==> config.mk <==
export PLATFORM = sky130hd
export DESIGN_NAME = keccak_pad_stream
export DESIGN_NICKNAME = d
export VERILOG_FILES = /design/src/rtl/keccak_pad_stream.sv
export SDC_FILE = /design/constraint.sdc
export NUM_CORES = 2
export LEC_CHECK = 0
export CAP_MARGIN = 20
export CORE_AREA = 10 10 420 422
export CTS_CLUSTER_DIAMETER = 150
export CTS_CLUSTER_SIZE = 12
export DETAILED_ROUTE_END_ITERATION = 8
export DIE_AREA = 0 0 430 432
export SYNTH_ARGS = -nofsm -noshare
export SYNTH_HDL_FRONTEND = slang
export SYNTH_SLANG_ARGS = --single-unit
==> constraint.sdc <==
create_clock -name clk -period 4.5 [get_ports clk]
set_input_delay 1.35 -clock clk [delete_from_list [all_inputs] [get_ports clk]]
set_output_delay 1.35 -clock clk [all_outputs]
set_load 0.02 [all_outputs]
==> src/rtl/keccak_pad_stream.sv <==
// keccak_pad_stream: streaming Keccak/SHA-3 pad10*1 padder.
// Packs IN_W-bit chunks (MSB-first within each byte) into RATE_BYTES-byte
// blocks and emits one block per block_valid/block_ready handshake. The
// final block of every message carries the DOMAIN byte and the closing 0x80.
// Optional build macro: KECCAK_PAD_STATS_EN adds per-message statistics
// outputs (stat_msg_bytes, stat_blocks).
module keccak_pad_stream #(
  parameter int          RATE_BYTES = 136,
  parameter int          IN_W       = 8,
  parameter logic [7:0]  DOMAIN     = 8'h1F
) (
  input  logic                    clk,
  input  logic                    reset,
  input  logic                    in_valid,
  output logic                    in_ready,
  input  logic [IN_W-1:0]         in_data,
  input  logic                    in_last,
  input  logic                    flush,
  output logic                    block_valid,
  input  logic                    block_ready,
  output logic [RATE_BYTES*8-1:0] block,
  output logic                    block_last
`ifdef KECCAK_PAD_STATS_EN
  ,
  output logic [31:0]             stat_msg_bytes,
  output logic [15:0]             stat_blocks
`endif
);

  localparam int CPB = 8 / IN_W;
  localparam int BCW = $clog2(RATE_BYTES + 1);
  localparam int CCW = (CPB > 1) ? $clog2(CPB) : 1;

  // Block sent after an exact-fill data block: only the padding bits.
  localparam logic [RATE_BYTES*8-1:0] PAD_ONLY =
    ({8'h80, {(RATE_BYTES*8-8){1'b0}}}) | (RATE_BYTES*8)'(DOMAIN);

  typedef enum logic [1:0] {
    FILL,
    EMIT_DATA,
    EMIT_FINAL
  } state_t;

  state_t           state;
  logic [7:0]       acc;
  logic [CCW-1:0]   chunk_cnt;
  logic [BCW-1:0]   byte_cnt;
  logic             pad_pending;

  logic                    beat;
  logic                    is_last;
  logic                    has_data;
  logic [7:0]              acc_n;
  int                      nchunks;
  logic                    full_byte;
  logic                    part_byte;
  logic                    wr_en;
  logic [7:0]              wr_byte;
  int                      wr_i;
  int                      n_after;
  logic                    pad_en;
  logic [RATE_BYTES*8-1:0] blk_fill;

  // Decode the current input beat: accumulator update, byte write and padding.
  // NOTE: every signal driven here gets a value on every path, so no latch is inferred.
  always_comb begin
    beat     = in_valid && in_ready && (state == FILL);
    is_last  = in_last || flush;
    // in_last wins over flush: the chunk is kept whenever in_last is set.
    has_data = in_last || !flush;
    acc_n    = acc;
    if (has_data) begin
      acc_n = 8'(acc << IN_W) | 8'(in_data);
    end
    nchunks   = int'(chunk_cnt) + (has_data ? 1 : 0);
    full_byte = (nchunks == CPB);
    // A final partial byte is left-aligned with zero fill below it.
    part_byte = is_last && (nchunks != 0) && !full_byte;
    wr_en     = beat && (full_byte || part_byte);
    wr_byte   = full_byte ? acc_n : 8'(acc_n << ((CPB - nchunks) * IN_W));
    wr_i      = int'(byte_cnt);
    n_after   = int'(byte_cnt) + (wr_en ? 1 : 0);
    // Exact fill (n_after == RATE_BYTES) defers padding to a pad-only block.
    pad_en    = beat && is_last && (n_after < RATE_BYTES);
  end

  // Per-byte next block content: new data byte OR'd with any padding bits.
  // Bytes at and beyond the write position are still zero, so OR merges
  // DOMAIN and 0x80 correctly, including the DOMAIN|0x80 case in the last byte.
  for (genvar k = 0; k < RATE_BYTES; k++) begin : g_byte
    assign blk_fill[8*k +: 8] =
        ((wr_en && (wr_i == k)) ? wr_byte : block[8*k +: 8])
      | ((pad_en && (n_after == k)) ? DOMAIN : 8'h00)
      | ((pad_en && (k == RATE_BYTES - 1)) ? 8'h80 : 8'h00);
  end

  // Padder FSM with registered handshake outputs and block register.
  // NOTE: sequential state uses <= so every flop samples pre-edge values.
  always_ff @(posedge clk) begin
    if (!reset) begin
      state       <= FILL;
      in_ready    <= 1'b0;
      block_valid <= 1'b0;
      block_last  <= 1'b0;
      // NOTE: the block is a flop bank seen directly by the consumer, so it is reset too.
      block       <= '0;
      acc         <= '0;
      chunk_cnt   <= '0;
      byte_cnt    <= '0;
      pad_pending <= 1'b0;
    end else begin
      case (state)
        FILL: begin
          in_ready <= 1'b1;
          if (beat) begin
            block    <= blk_fill;
            byte_cnt <= BCW'(n_after);
            if (full_byte || is_last) begin
              acc       <= '0;
              chunk_cnt <= '0;
            end else begin
              acc       <= acc_n;
              chunk_cnt <= CCW'(nchunks);
            end
            if (is_last && (n_after < RATE_BYTES)) begin
              state       <= EMIT_FINAL;
              in_ready    <= 1'b0;
              block_valid <= 1'b1;
              block_last  <= 1'b1;
            end else if (n_after == RATE_BYTES) begin
              state       <= EMIT_DATA;
              in_ready    <= 1'b0;
              block_valid <= 1'b1;
              block_last  <= 1'b0;
              pad_pending <= is_last;
            end
          end
        end
        EMIT_DATA: begin
          if (block_ready) begin
            byte_cnt  <= '0;
            chunk_cnt <= '0;
            acc       <= '0;
            if (pad_pending) begin
              block      <= PAD_ONLY;
              block_last <= 1'b1;
              state      <= EMIT_FINAL;
            end else begin
              block       <= '0;
              block_valid <= 1'b0;
              in_ready    <= 1'b1;
              state       <= FILL;
            end
          end
        end
        EMIT_FINAL: begin
          if (block_ready) begin
            block       <= '0;
            byte_cnt    <= '0;
            chunk_cnt   <= '0;
            acc         <= '0;
            pad_pending <= 1'b0;
            block_valid <= 1'b0;
            block_last  <= 1'b0;
            in_ready    <= 1'b1;
            state       <= FILL;
          end
        end
        default: begin
          state       <= FILL;
          in_ready    <= 1'b0;
          block_valid <= 1'b0;
          block_last  <= 1'b0;
        end
      endcase
    end
  end

`ifdef KECCAK_PAD_STATS_EN
  logic [31:0] run_bytes;
  logic [15:0] run_blocks;

  // Running per-message counts, published on the final-block handshake.
  always_ff @(posedge clk) begin
    if (!reset) begin
      run_bytes      <= '0;
      run_blocks     <= '0;
      stat_msg_bytes <= '0;
      stat_blocks    <= '0;
    end else begin
      // Byte writes happen only in FILL and handshakes only in EMIT states.
      if (wr_en) begin
        run_bytes <= run_bytes + 32'd1;
      end
      if (block_valid && block_ready) begin
        if (block_last) begin
          stat_msg_bytes <= run_bytes;
          stat_blocks    <= run_blocks + 16'd1;
          run_bytes      <= '0;
          run_blocks     <= '0;
        end else begin
          run_blocks <= run_blocks + 16'd1;
        end
      end
    end
  end
`endif

endmodule

==> summary.md <==
| Metric | Value |
|---|---|
| Drt wl/cell | `32.7 um` |
| Iteration count of the initial detailed-routing pass | `8` |
| Max-Cap Viols | `0` |
| Clk buf depth | `3` |
| Slew margin rel. | `15.5%` |
| RSZ-0062 raised after global routing | `false` |
| Worst-Margin Slew | `1270 ps` |
| Design Area, Final | `61100 um2` |
| Ports | `1105` |
| Min-Delay Path Class | `register to register` |
| Clk sinks | `1111` |
| Mapped Cells | `4058` |
| Final Max Slew Viols | `0` |
| Seq/Total Area, Yosys | `54.8%` |
| Tmin final | `4330 ps` |
| Status | `finished clean` |
| Met3 Track Usage GR | `6.90%` |
| Kind of critical path | `input pin to register` |
| Largest net degree at the start of global routing | `172` |
| Ranking of synthesized cells by area | `dfxtp_1 (55%), a22oi_1 (9.4%), a221o_1 (7.9%)` |
| Fmax | `231 MHz` |
| Crit. End Element | `register` |
| Post-Syn Area per Cell | `10.0 um2` |
| Worst Path Required | `5160 ps` |
| Total gr overflow | `0` |
| Worst-path cell chain | `clkdlybuf4s50_1 -> nand2b_4 -> ha_1 -> nor2b_2 -> nor2_1 -> nor2_1 -> ha_2 -> ha_2 -> nand3_1 -> nand4_1 -> a21o_1 -> or4b_2 -> buf_12 -> nor2_4 -> a221o_1` |
| Dpl cell area | `58100 um2` |
| Share of cells above drive strength 1 | `15.3%` |
| Critical Path Fanout Max | `16` |
| Nets | `5520` |
| Post-synth EDFFs | `0` |
| TritonCTS Buffers | `104` |
| Syn_nets | `4079` |
| CP arrival | `4980 ps` |
| Most frequent cells in the layout | `dfxtp_1 (1111), clkdlybuf4s50_1 (1102), a22oi_1 (507)` |
| Clock latency on the worst-skew pair | `760 ps` |
| Cell Area, Synth | `40600 um2` |
| Synth unique cells | `78` |
| Area share of the largest cell type after synthesis | `54.8%` |
| Commonest non-fill, non-tap cell in the layout | `dfxtp_1` |
| DRC viols | `0` |
| Cell family with most CP delay | `simple AND/OR/NAND/NOR gates` |
| Yosys warns | `0` |
| CTS tree | `built` |
| Port Buffers | `1104` |
| Reg clk slew, reported paths | `60 ps` |
| Met1 GRT Util | `30.2%` |
| CP bufs+invs | `2` |
| Post-Place Setup Slack | `-782 ps` |
| Core area | `168000 um2` |
| Ys flop type | `dfxtp_1` |
| Final hold vios | `0` |
| Global-route wire length before repair | `340000 um` |
| Pwr dens | `334 nW/um2` |
| Yosys reg bits | `1111` |
| Area Growth Syn to Fin | `50.6%` |
| Std cell rows | `151` |
| Drt initial violations | `4869` |
| Antenna violations before repair | `18` |
| DIE AREA | `186000 um2` |
| Worst VDD drop | `0.303 mV` |
| Reg-to-reg slack, setup | `780 ps` |
| Met2 Use GR | `42.7%` |
| Setup ws final | `172 ps` |
| Cts hold-fix bufs | `0` |
| GRT Overall Usage | `25.6%` |
| Asr flop ratio synth | `0%` |
| Slowest-stage cell, CP | `or4b_2` |
| Starting Density | `24.1%` |
| LEAKAGE | `22.3 nW` |
| Antenna-violating nets left | `0` |
| Htree depth | `3` |
| Period utilization | `96.2%` |
| Startpoint Class | `input pin` |
| Worst Skew | `76.6 ps` |
| Final GP Congestion | `0.926` |
| Die X-Extent | `430 um` |
| Biggest area consumer among synthesized cells | `dfxtp_1` |
| Final Routed Wirelength | `253000 um` |
| Total number of vias | `42200` |
| Die height | `432 um` |
| Vias/cell | `5.45` |
| Most Crowded Layer GR | `met2` |
| # setup viols final | `0` |
| Hpwl dp | `192000 um` |
| Vias in the first global route | `39700` |
| Root buffer cell | `clkbuf_16` |
| Worst path max stage delay | `670 ps` |
==> flip-flops by register name (all words and copies together) (netlist names) <==
register and flops:
acc 8, block 1088, block_last 1, block_valid 1, byte_cnt 8, chunk_cnt 1
in_ready 1, pad_pending 1, state 2
==> logic make-up after synthesis <==
group / Yosys count / synth area share, %
xor gates and xnor gates: 2 / 0.0432
adders and majority gates: 7 / 0.216
DFF: 1111 / 54.8
muxes: 11 / 0.274
buffers and inverters: 291 / 3.00
and+or+nand+nor: 1136 / 12.8
AOI/OAI and AO/OA: 1500 / 28.8
==> worst reg2reg max path, delay by kind of cell (launching register included) <==
| kind | cells | cell delay [ps] |
|---|---|---|
| simple gates | 6 | 1590 |
| fa+ha+maj | 3 | 850 |
| flops | 1 | 390 |
| xor+xnor | 1 | 210 |
| compound gates | 1 | 210 |
| buf+inv | 2 | 400 |
==> what timing repair did <==
| action | in CTS | in global routing |
|---|---|---|
| pin swaps | 0 | 7 |
| setup endpoints to repair | 5 | 271 |
| setup buffers | 0 | 3 |
| gates resized for setup | 1 | 19 |
==> cell usage after synthesis, drive strengths merged, types with 11 or more instances <==
cell type  count
nand2        365
a32o          51
o21ai        319
nor2         540
nand2b        14
clkbuf       190
a22oi        507
nor3          57
buf           89
or2           14
dfxtp       1111
a21o          11
a221o        321
o221a         35
a21oi         50
o211ai        62
o32a          45
a2bb2oi       35
nand4         20
nand3         70
==> layout make-up <==
| cell class | instances | area (um2) |
|---|---|---|
| fill | 16700 | 107000 |
| tap | 2218 | 2780 |
| clock buffer | 109 | 2680 |
| timing repair buffer | 1614 | 15700 |
| multi-input combinational | 2656 | 17500 |
| sequential | 1111 | 22200 |
| clock inverter | 9 | 148 |
| inverter | 12 | 52.6 |
| antenna | 11 | 27.5 |
==> metrics by stage <==
stage	TNS, ps	hold slack [ps]	total power [mW]	instances	utilization, %
2_1_floorplan	-4.53	459	11.2	4058	-
3_3_place_gp	-346090	451	12.4	7606	34.5
3_5_place_dp	-359920	457	12.4	7606	34.5
4_1_cts	0	471	20.5	7724	36.2
5_1_grt	0	492	21.0	7731	36.3
6_report	0	473	20.4	7740	36.3
==> path summary, 6_finish.rpt <==
path                                                 to  depth (start not counted)               startpoint
worst max register to register  block[680]$_SDFFE_PN0P_                         13    state[0]$_SDFFE_PN0P_
worst min register to register  block[613]$_SDFFE_PN0P_                          2  block[613]$_SDFFE_PN0P_
worst max-delay path            block[187]$_SDFFE_PN0P_                         15                  in_last
worst min-delay path            block[613]$_SDFFE_PN0P_                          2  block[613]$_SDFFE_PN0P_
==> power breakdown <==
part	leakage [nW]	total, mW	switching (mW)	internal (mW)
logic	11.9	2.37	1.83	0.542
registers	8.94	9.86	0.0170	9.85
clock network	1.38	8.17	3.96	4.21
total	22.3	20.4	5.81	14.6
==> per-layer routing <==
metal | vias up | routed length [um]
li1 | 18400 | -
met1 | 20900 | 96600
met2 | 2358 | 120000
met3 | 504 | 21500
met4 | 10 | 14900
met5 | - | 65
(Power assumes the default switching activity.)
